--- src/rtl/stopwatch_display_scan.sv ---
// stopwatch_display_scan
// Multiplexes six BCD stopwatch digits (MM:SS.hh) onto a 6-digit
// common-anode seven-segment display. The six digits are captured together
// at each frame end, so one frame never mixes two samples. Each slot starts
// with a blanking window to stop ghosting. The display can suppress a
// leading zero, and a lap toggle freezes the shown value while the
// stopwatch keeps running.
module stopwatch_display_scan #(
    parameter int unsigned SLOT_CYCLES  = 100_000,
    parameter int unsigned BLANK_CYCLES = 1_000
) (
    input  logic       clk,
    input  logic       reset,
    input  logic [3:0] min_10,
    input  logic [3:0] min_1,
    input  logic [3:0] sec_10,
    input  logic [3:0] sec_1,
    input  logic [3:0] milli_10,
    input  logic [3:0] milli_1,
    input  logic       lap,
    input  logic       blank_lead,
    output logic [5:0] an,
    output logic [6:0] seg,
    output logic       dp,
    output logic       frozen
);

    localparam int unsigned     CNT_W     = (SLOT_CYCLES > 1) ? $clog2(SLOT_CYCLES) : 1;
    localparam logic [CNT_W-1:0] CNT_LAST  = CNT_W'(SLOT_CYCLES - 1);
    localparam logic [CNT_W-1:0] CNT_BLANK = CNT_W'(BLANK_CYCLES);
    localparam logic [2:0]       IDX_LAST  = 3'd5;
    localparam logic [6:0]       SEG_OFF   = 7'h7F;

    // Scan position
    logic [CNT_W-1:0] r_cnt;
    logic [2:0]       r_idx;

    // Frame snapshot; element 0 is min_10, element 5 is milli_1
    logic [5:0][3:0]  r_snap;
    logic [5:0][3:0]  w_live;

    // Lap synchroniser, edge register and hold flag
    logic             r_lap_meta;
    logic             r_lap_sync;
    logic             r_lap_prev;
    logic             r_frozen;

    // Registered display drive
    logic [5:0]       r_an;
    logic [6:0]       r_seg;
    logic             r_dp;

    // Combinational helpers
    logic             w_slot_end;
    logic             w_frame_end;
    logic             w_lap_rise;
    logic             w_blank;
    logic [5:0]       w_an_sel;
    logic [3:0]       w_digit;
    logic             w_dp_on;
    logic             w_lead_zero;
    logic [6:0]       w_seg_code;

    // BCD to active-low segments (g..a); non-decimal codes show nothing
    function automatic logic [6:0] encode(input logic [3:0] d);
        logic [6:0] s;
        case (d)
            4'd0:    s = 7'b1000000;
            4'd1:    s = 7'b1111001;
            4'd2:    s = 7'b0100100;
            4'd3:    s = 7'b0110000;
            4'd4:    s = 7'b0011001;
            4'd5:    s = 7'b0010010;
            4'd6:    s = 7'b0000010;
            4'd7:    s = 7'b1111000;
            4'd8:    s = 7'b0000000;
            4'd9:    s = 7'b0010000;
            default: s = SEG_OFF;
        endcase
        return s;
    endfunction

    // Gather the live digits in scan order
    always_comb begin
        w_live[0] = min_10;
        w_live[1] = min_1;
        w_live[2] = sec_10;
        w_live[3] = sec_1;
        w_live[4] = milli_10;
        w_live[5] = milli_1;
    end

    // Slot/frame boundaries, lap edge and blanking window
    always_comb begin
        w_slot_end  = (r_cnt == CNT_LAST);
        w_frame_end = w_slot_end && (r_idx == IDX_LAST);
        w_lap_rise  = r_lap_sync && !r_lap_prev;
        w_blank     = (r_cnt < CNT_BLANK);
    end

    // Select the anode, digit and decimal point for the current slot
    always_comb begin
        w_an_sel = 6'b111111;
        w_digit  = 4'hF;
        w_dp_on  = 1'b0;
        case (r_idx)
            3'd0: begin w_an_sel = 6'b011111; w_digit = r_snap[0]; end
            3'd1: begin w_an_sel = 6'b101111; w_digit = r_snap[1]; w_dp_on = 1'b1; end
            3'd2: begin w_an_sel = 6'b110111; w_digit = r_snap[2]; end
            3'd3: begin w_an_sel = 6'b111011; w_digit = r_snap[3]; w_dp_on = 1'b1; end
            3'd4: begin w_an_sel = 6'b111101; w_digit = r_snap[4]; end
            3'd5: begin w_an_sel = 6'b111110; w_digit = r_snap[5]; end
            default: begin
                w_an_sel = 6'b111111;
                w_digit  = 4'hF;
                w_dp_on  = 1'b0;
            end
        endcase
    end

    // Segment pattern, including leading-zero suppression on the min_10 slot
    always_comb begin
        w_lead_zero = blank_lead && (r_idx == 3'd0) && (r_snap[0] == 4'd0);
        w_seg_code  = w_lead_zero ? SEG_OFF : encode(w_digit);
    end

    // Slot counter and digit index
    always_ff @(posedge clk or negedge reset) begin
        if (!reset) begin
            r_cnt <= '0;
            r_idx <= '0;
        end else if (w_slot_end) begin
            r_cnt <= '0;
            r_idx <= (r_idx == IDX_LAST) ? 3'd0 : r_idx + 3'd1;
        end else begin
            r_cnt <= r_cnt + CNT_W'(1);
        end
    end

    // Two-flop synchroniser plus edge register for the lap button
    always_ff @(posedge clk or negedge reset) begin
        if (!reset) begin
            r_lap_meta <= 1'b0;
            r_lap_sync <= 1'b0;
            r_lap_prev <= 1'b0;
        end else begin
            r_lap_meta <= lap;
            r_lap_sync <= r_lap_meta;
            r_lap_prev <= r_lap_sync;
        end
    end

    // Lap hold toggles on each synchronised rising edge
    always_ff @(posedge clk or negedge reset) begin
        if (!reset) begin
            r_frozen <= 1'b0;
        end else if (w_lap_rise) begin
            r_frozen <= !r_frozen;
        end
    end

    // Frame-coherent capture; uses the pre-edge hold flag, so a freeze on the
    // frame-end edge still loads and an unfreeze waits one more frame
    always_ff @(posedge clk or negedge reset) begin
        if (!reset) begin
            r_snap <= '0;
        end else if (w_frame_end && !r_frozen) begin
            r_snap <= w_live;
        end
    end

    // Registered display drive with anti-ghost blanking at the start of each slot
    always_ff @(posedge clk or negedge reset) begin
        if (!reset) begin
            r_an  <= '1;
            r_seg <= SEG_OFF;
            r_dp  <= 1'b1;
        end else if (w_blank) begin
            r_an  <= '1;
            r_seg <= SEG_OFF;
            r_dp  <= 1'b1;
        end else begin
            r_an  <= w_an_sel;
            r_seg <= w_seg_code;
            r_dp  <= !w_dp_on;
        end
    end

    assign an     = r_an;
    assign seg    = r_seg;
    assign dp     = r_dp;
    assign frozen = r_frozen;

endmodule

--- config.mk ---
export PLATFORM = sky130hd
export DESIGN_NAME = stopwatch_display_scan
export DESIGN_NICKNAME = d
export VERILOG_FILES = /design/src/rtl/stopwatch_display_scan.sv
export SDC_FILE = /design/constraint.sdc
export NUM_CORES = 1
export LEC_CHECK = 0
export CORE_MARGIN = 5
export CORE_UTILIZATION = 45
export DETAILED_ROUTE_END_ITERATION = 6
export PLACE_DENSITY = 0.78
export SYNTH_ARGS = -nofsm -noshare
export SYNTH_HDL_FRONTEND = slang
export SYNTH_SLANG_ARGS = --single-unit
--- constraint.sdc ---
create_clock -name clk -period 7.4 [get_ports clk]
set_input_delay 1.11 -clock clk [delete_from_list [all_inputs] [get_ports clk]]
set_output_delay 1.11 -clock clk [all_outputs]
set_load 0.005 [all_outputs]
* Yosys cells after proc, flatten, opt, wreduce, memory -nomap -nowiden
Memory sizes are Yosys's and may differ from the RTL's.
Index checks and enable logic that the tools add are counted.
** Word-level totals
- Register bits after elaboration :: 62
- Memory bits (read-only) :: 112
- Output and inout bits :: 15
- Logic and storage cells :: 45
- Memories :: 1
** Operators by class
- Add/sub/neg operators :: 2
- Order comparisons :: 1
- Equality and inequality tests :: 6
- Multiplexer cells :: 9
- Reductions and logical operators :: 11
** Memories
- (no name shown) :: depth 16, bits a word 7, read ports 1, clocked after memory_dff 0, wr ports 0, line 67 : case (d)
** Operator list (count)
- $pmux 6 s6 :: 1
- $pmux 4 s6 :: 1
- $add 17x1->17 const B :: 1
- $eq 17x17->1 const B :: 1
- $lt 17x10->1 const B :: 1
- $mux 17 :: 1
- $mux 7 :: 2
- $eq 3x2->1 const B :: 2
- $eq 3x3->1 const B :: 2
- $mux 6 :: 1
- $logic_and 1x1->1 :: 5
- $logic_not 4->1 :: 1
- $add 3x1->3 const B :: 1
- $eq 3x1->1 const B :: 1
- $logic_not 1->1 :: 3
- $logic_not 3->1 :: 1
- $mux 3 :: 1
- $mux 1 :: 2
- $reduce_or 2->1 :: 1

* Depth between registers and ports, before layout
- Depth in word-level cells :: 5
- Mapped depth :: 12
- Mapped depth without buffers :: 9

* Worst setup path after synthesis
OpenSTA, ideal clock, no wires.
- Path type :: flip-flop to flip-flop
- From :: register r_idx[1]
- To :: register r_seg[1] (netlist: seg[1])
- Arrival :: 2.345 ns
- Slack :: 4.977 ns
- Stages on the path, launching flop included :: 12
- Buffers on the path :: 3
- Cell sequence :: dfrtp_1 -> clkbuf_1 -> buf_2 -> and2_1 -> ha_1 -> nor2_1 -> or3_1 -> clkbuf_1 -> inv_1 -> ha_1 -> and2_1 -> o21ai_0
** On the way
- Cells in the longest elaborated chain, start to end :: 5
** Ends and longest elaborated chain
- start, declared :: line 36 : logic [2:0] r_idx;
- start signal, assigned :: line 134 : r_idx <= (r_idx == IDX_LAST) ? 3'd0 : r_idx + 3'd1;
- $eq 3x3->1 (tied with other cells) :: line 106 : case (r_idx)
- $pmux 4 s6 or $logic_and 1x1->1 (tied branches) :: line 106, 123
- $mem_v2 16x7 or $logic_and 1x1->1 (tied branches)
- $mux 7 * :: line 124 : w_seg_code = w_lead_zero ? SEG_OFF : encode(w_digit);
- $mux 7 * :: line 178 : end else if (w_blank) begin
- end signal, assigned :: line 184 : r_seg <= w_seg_code;
- end, declared :: line 50 : logic [6:0] r_seg;
Mark *: on every way between the ends. The rest lies on a longest branch, timed or not.
A chain may end at the register's enable or synchronous reset.

* Worst setup path in the final report
- From :: register r_idx[2]
- To :: register r_seg[6] (netlist: seg[6])
Same word-level chain as after synthesis.

==> key figures <==
Yosys
  – Top post-synthesis cells by count: dfrtp_1 (48), mux2_2 (21), dfstp_2 (14), nand3_1 (14), nor2_1 (14)
  – Asr flop ratio synth: 100%
  – Cell taking the most area after synthesis: dfrtp_1
  – Most frequent cell after synthesis: dfrtp_1
  – Synth top area share: 40.9%
  – Synth Register Bits: 62
  – Syn Nets: 281
  – Cell variety after synth: 47
  – Synth Instances: 247
  – Post-synth EDFFs: 0
  – Post-synth top flop: dfrtp_1
  – Seq/Total Area, Yosys: a little over half
  – Synth area leaders: dfrtp_1 (41%), dfstp_2 (13%), mux2_2 (8.1%)
  – Synthesized area per cell: 11.9 µm²
  – Mapped cell area: between 0.002 and 0.003 mm²
  – YS warnings: 0

Critical path
  – Critical path endpoint: seg[6]
  – Worst reg2reg path startpoint: r_idx[2]
  – R2R setup slack: 4570 ps
  – Critical Path AT: 3060 ps
  – FF-to-FF End: seg[6]
  – Crit Path Max Fanout: 18
  – CP endpoint kind: register
  – Critical path required time: 7630 ps
  – Critical path startpoint: r_idx[2]
  – R2R depth: 8
  – Critical Path Start Type: register
  – Setup CP Type: reg -> reg

STA
  – Final Worst Setup Slack: 4570 ps
  – Worst Tran Pin Value: between 700 and 800 ps
  – Fin crit share: 38.2%
  – Setup TNS: 0 ps
  – Clk_skew: 10.1 ps
  – Slew Limit Fails: 0
  – Slew headroom: 49.8%
  – Final Setup Violations: 0
  – RSZ-0062 raised after global routing: no
  – Tmin final: roughly 2800 ps
  – Peak Freq: 353 MHz
  – Fin. Hold Viols: 0

Pwr
  – Combinational share of power: 4.4%
  – Leakage: 1.54 nW
  – VDD IR max: 0.0960 mV
  – Switching power: 0.000140 W
  – Sw Ratio: approximately a fifth
  – Sequential Power Share: about half
  – Cell Pwr Density: 188 mW/mm²
  – Power Internal: 0.000536 W
  – Clock share of power: 44.0%

Die
  – Die height: just over 90 µm
  – Die footprint: just over 0.008 mm²
  – I/O Pins: between 40 and 50
  – Core Box Area: 0.00635 mm²
  – Initial core utilization: a little under half
  – Row Count: 29
  – Die width: 90.7 µm

GRT
  – First-pass GRT wire length: approximately 10000 µm
  – Initial antenna violation count: 0
  – Total gr overflow: 0
  – Number of global-route vias before repair: 2043
  – GRT Total Usage: between 10% and 20%
  – Largest net degree at the start of global routing: between 60 and 70

Clock network
  – CTS resizes: 0
  – Worst-case clock buffer depth: 2
  – Later-pin clock latency in the skew report: 340 ps
  – CTS tree: yes
  – Post-CTS Setup Bufs: 0
  – Clock Root Buffer: clkbuf_8
  – Clock sink count: slightly above 60
  – Total CTS buffers: 9
  – Post-CTS Hold Fix Bufs: 0
  – H-tree levels: 3
  – CTS clk-pin slew, worst paths: ~70 ps

Drt
  – Routed length per instance: roughly 15 µm
  – TritonRoute pass-1 iters: 4
  – Initial DRC count: 163
  – Vias: 2025
  – Vias per cell: 5.43
  – DRT Wirelength: 5650 µm
  – Post-route ant nets: 0
  – DR DRC count: 0

Layout
  – Final Net Count: 325
  – Post-route cell area: 0.00360 mm²
  – ANT cells: 0
  – Layout cells sized above 1: 20.6%
  – Final Util: 56.7%
  – Synth-to-layout area growth: 22.6%

Place
  – GP Congestion: 0.808
  – Buffers added on ports: 42
  – Pre-CTS setup slack: 4470 ps
  – Placed Area: 0.00340 mm²
  – DP Wirelength: 4000 µm

Hold path
  – Worst Hold Class: reg -> reg
  – Worst Hold Launch: r_lap_meta

Outcome
  – Outcome: finished, final reports clean

Job
  – Max cap viols: 0
-- how the worst min path moves through the flow --
stage | cells past startpoint | end | slack, ps
after floorplan | 0 | r_lap_sync | 330
after global placement | 0 | r_lap_sync | 330
after detailed placement | 0 | r_lap_sync | 340
after CTS | 0 | r_lap_sync | 350
after global routing | 0 | r_lap_sync | 350
final | 0 | r_lap_sync | 350
-- final cells by class --
class | instances | area, µm²
Fill cell | 529 | 2750
Sequential cell | 62 | 1570
Multi-Input combinational cell | 169 | 1280
Timing Repair Buffer | 44 | 430
Clock buffer | 13 | 159
Tap cell | 77 | 96.3
Clock inverter | 3 | 42.5
Inverter | 5 | 18.8
-- flip-flops by register name (all words and copies together) (netlist names) --
signal	cells
r_cnt	17
frozen	1
r_snap	24
r_lap_prev	1
r_lap_meta	1
r_lap_sync	1
r_idx	3
an	6
dp	1
seg	7
-- power by group through the flow --
| stage | combinational (W) | clock [W] | sequential, W |
|---|---|---|---|
| after floorplan | 0.00000312 | 0 | 0.000353 |
| after global placement | 0.0000303 | 0 | 0.000355 |
| after detailed placement | 0.0000305 | 0 | 0.000355 |
| after CTS | 0.0000306 | 0.000306 | 0.000349 |
| after global routing | 0.0000326 | 0.000320 | 0.000349 |
| final | 0.0000297 | 0.000297 | 0.000349 |
-- cells in the final DEF (no fill, tap or decap), types with 6 or more instances in the layout --
cell             count
nand3_1             14
dfrtp_1             48
ha_1                 6
mux2_2              21
nor2_1              14
nand2_1             10
xnor2_1             11
clkbuf_8            11
mux2i_1              7
clkdlybuf4s50_1     41
o21ai_0             12
dfstp_2             14
nand4_1              7
-- per-stage QoR --
stage          hold WS (ps)  cells  total power, W
2_1_floorplan           331    247        0.000356
3_3_place_gp            334    357        0.000385
3_5_place_dp            336    357        0.000385
4_1_cts                 352    373        0.000685
5_1_grt                 353    373        0.000701
6_report                348    373        0.000676
-- metal layers --
layer	share of wire, %	GRT usage [%]	routed length [µm]	vias up
met3	5.4	5.08	307	13
met2	46	21.9	2620	51
li1	-	-	-	986
met1	46	20.3	2580	975
met5	0	0	0	-
met4	2.5	7.69	141	0
-- critical path, cell delays in order, from the launching register on --
cell and delay [ps]:
dfrtp_1 710, inv_1 260, ha_1 340, nand2_1 90, o221ai_1 300, or2_2 440, ha_1 210, nor4_1 280
a31oi_1 80
-- cell families (layout without fill, tap and decap cells) --
group | after synthesis | in the layout | synth area share (%)
buf+inv | 16 | 65 | 2.86
simple gates | 82 | 82 | 16.5
fa+ha+maj | 6 | 6 | 2.56
flops | 62 | 62 | 53.5
xor+xnor | 16 | 16 | 4.78
mux | 32 | 32 | 12.0
compound gates | 33 | 33 | 7.85
Power figures use the tool's default switching activity.
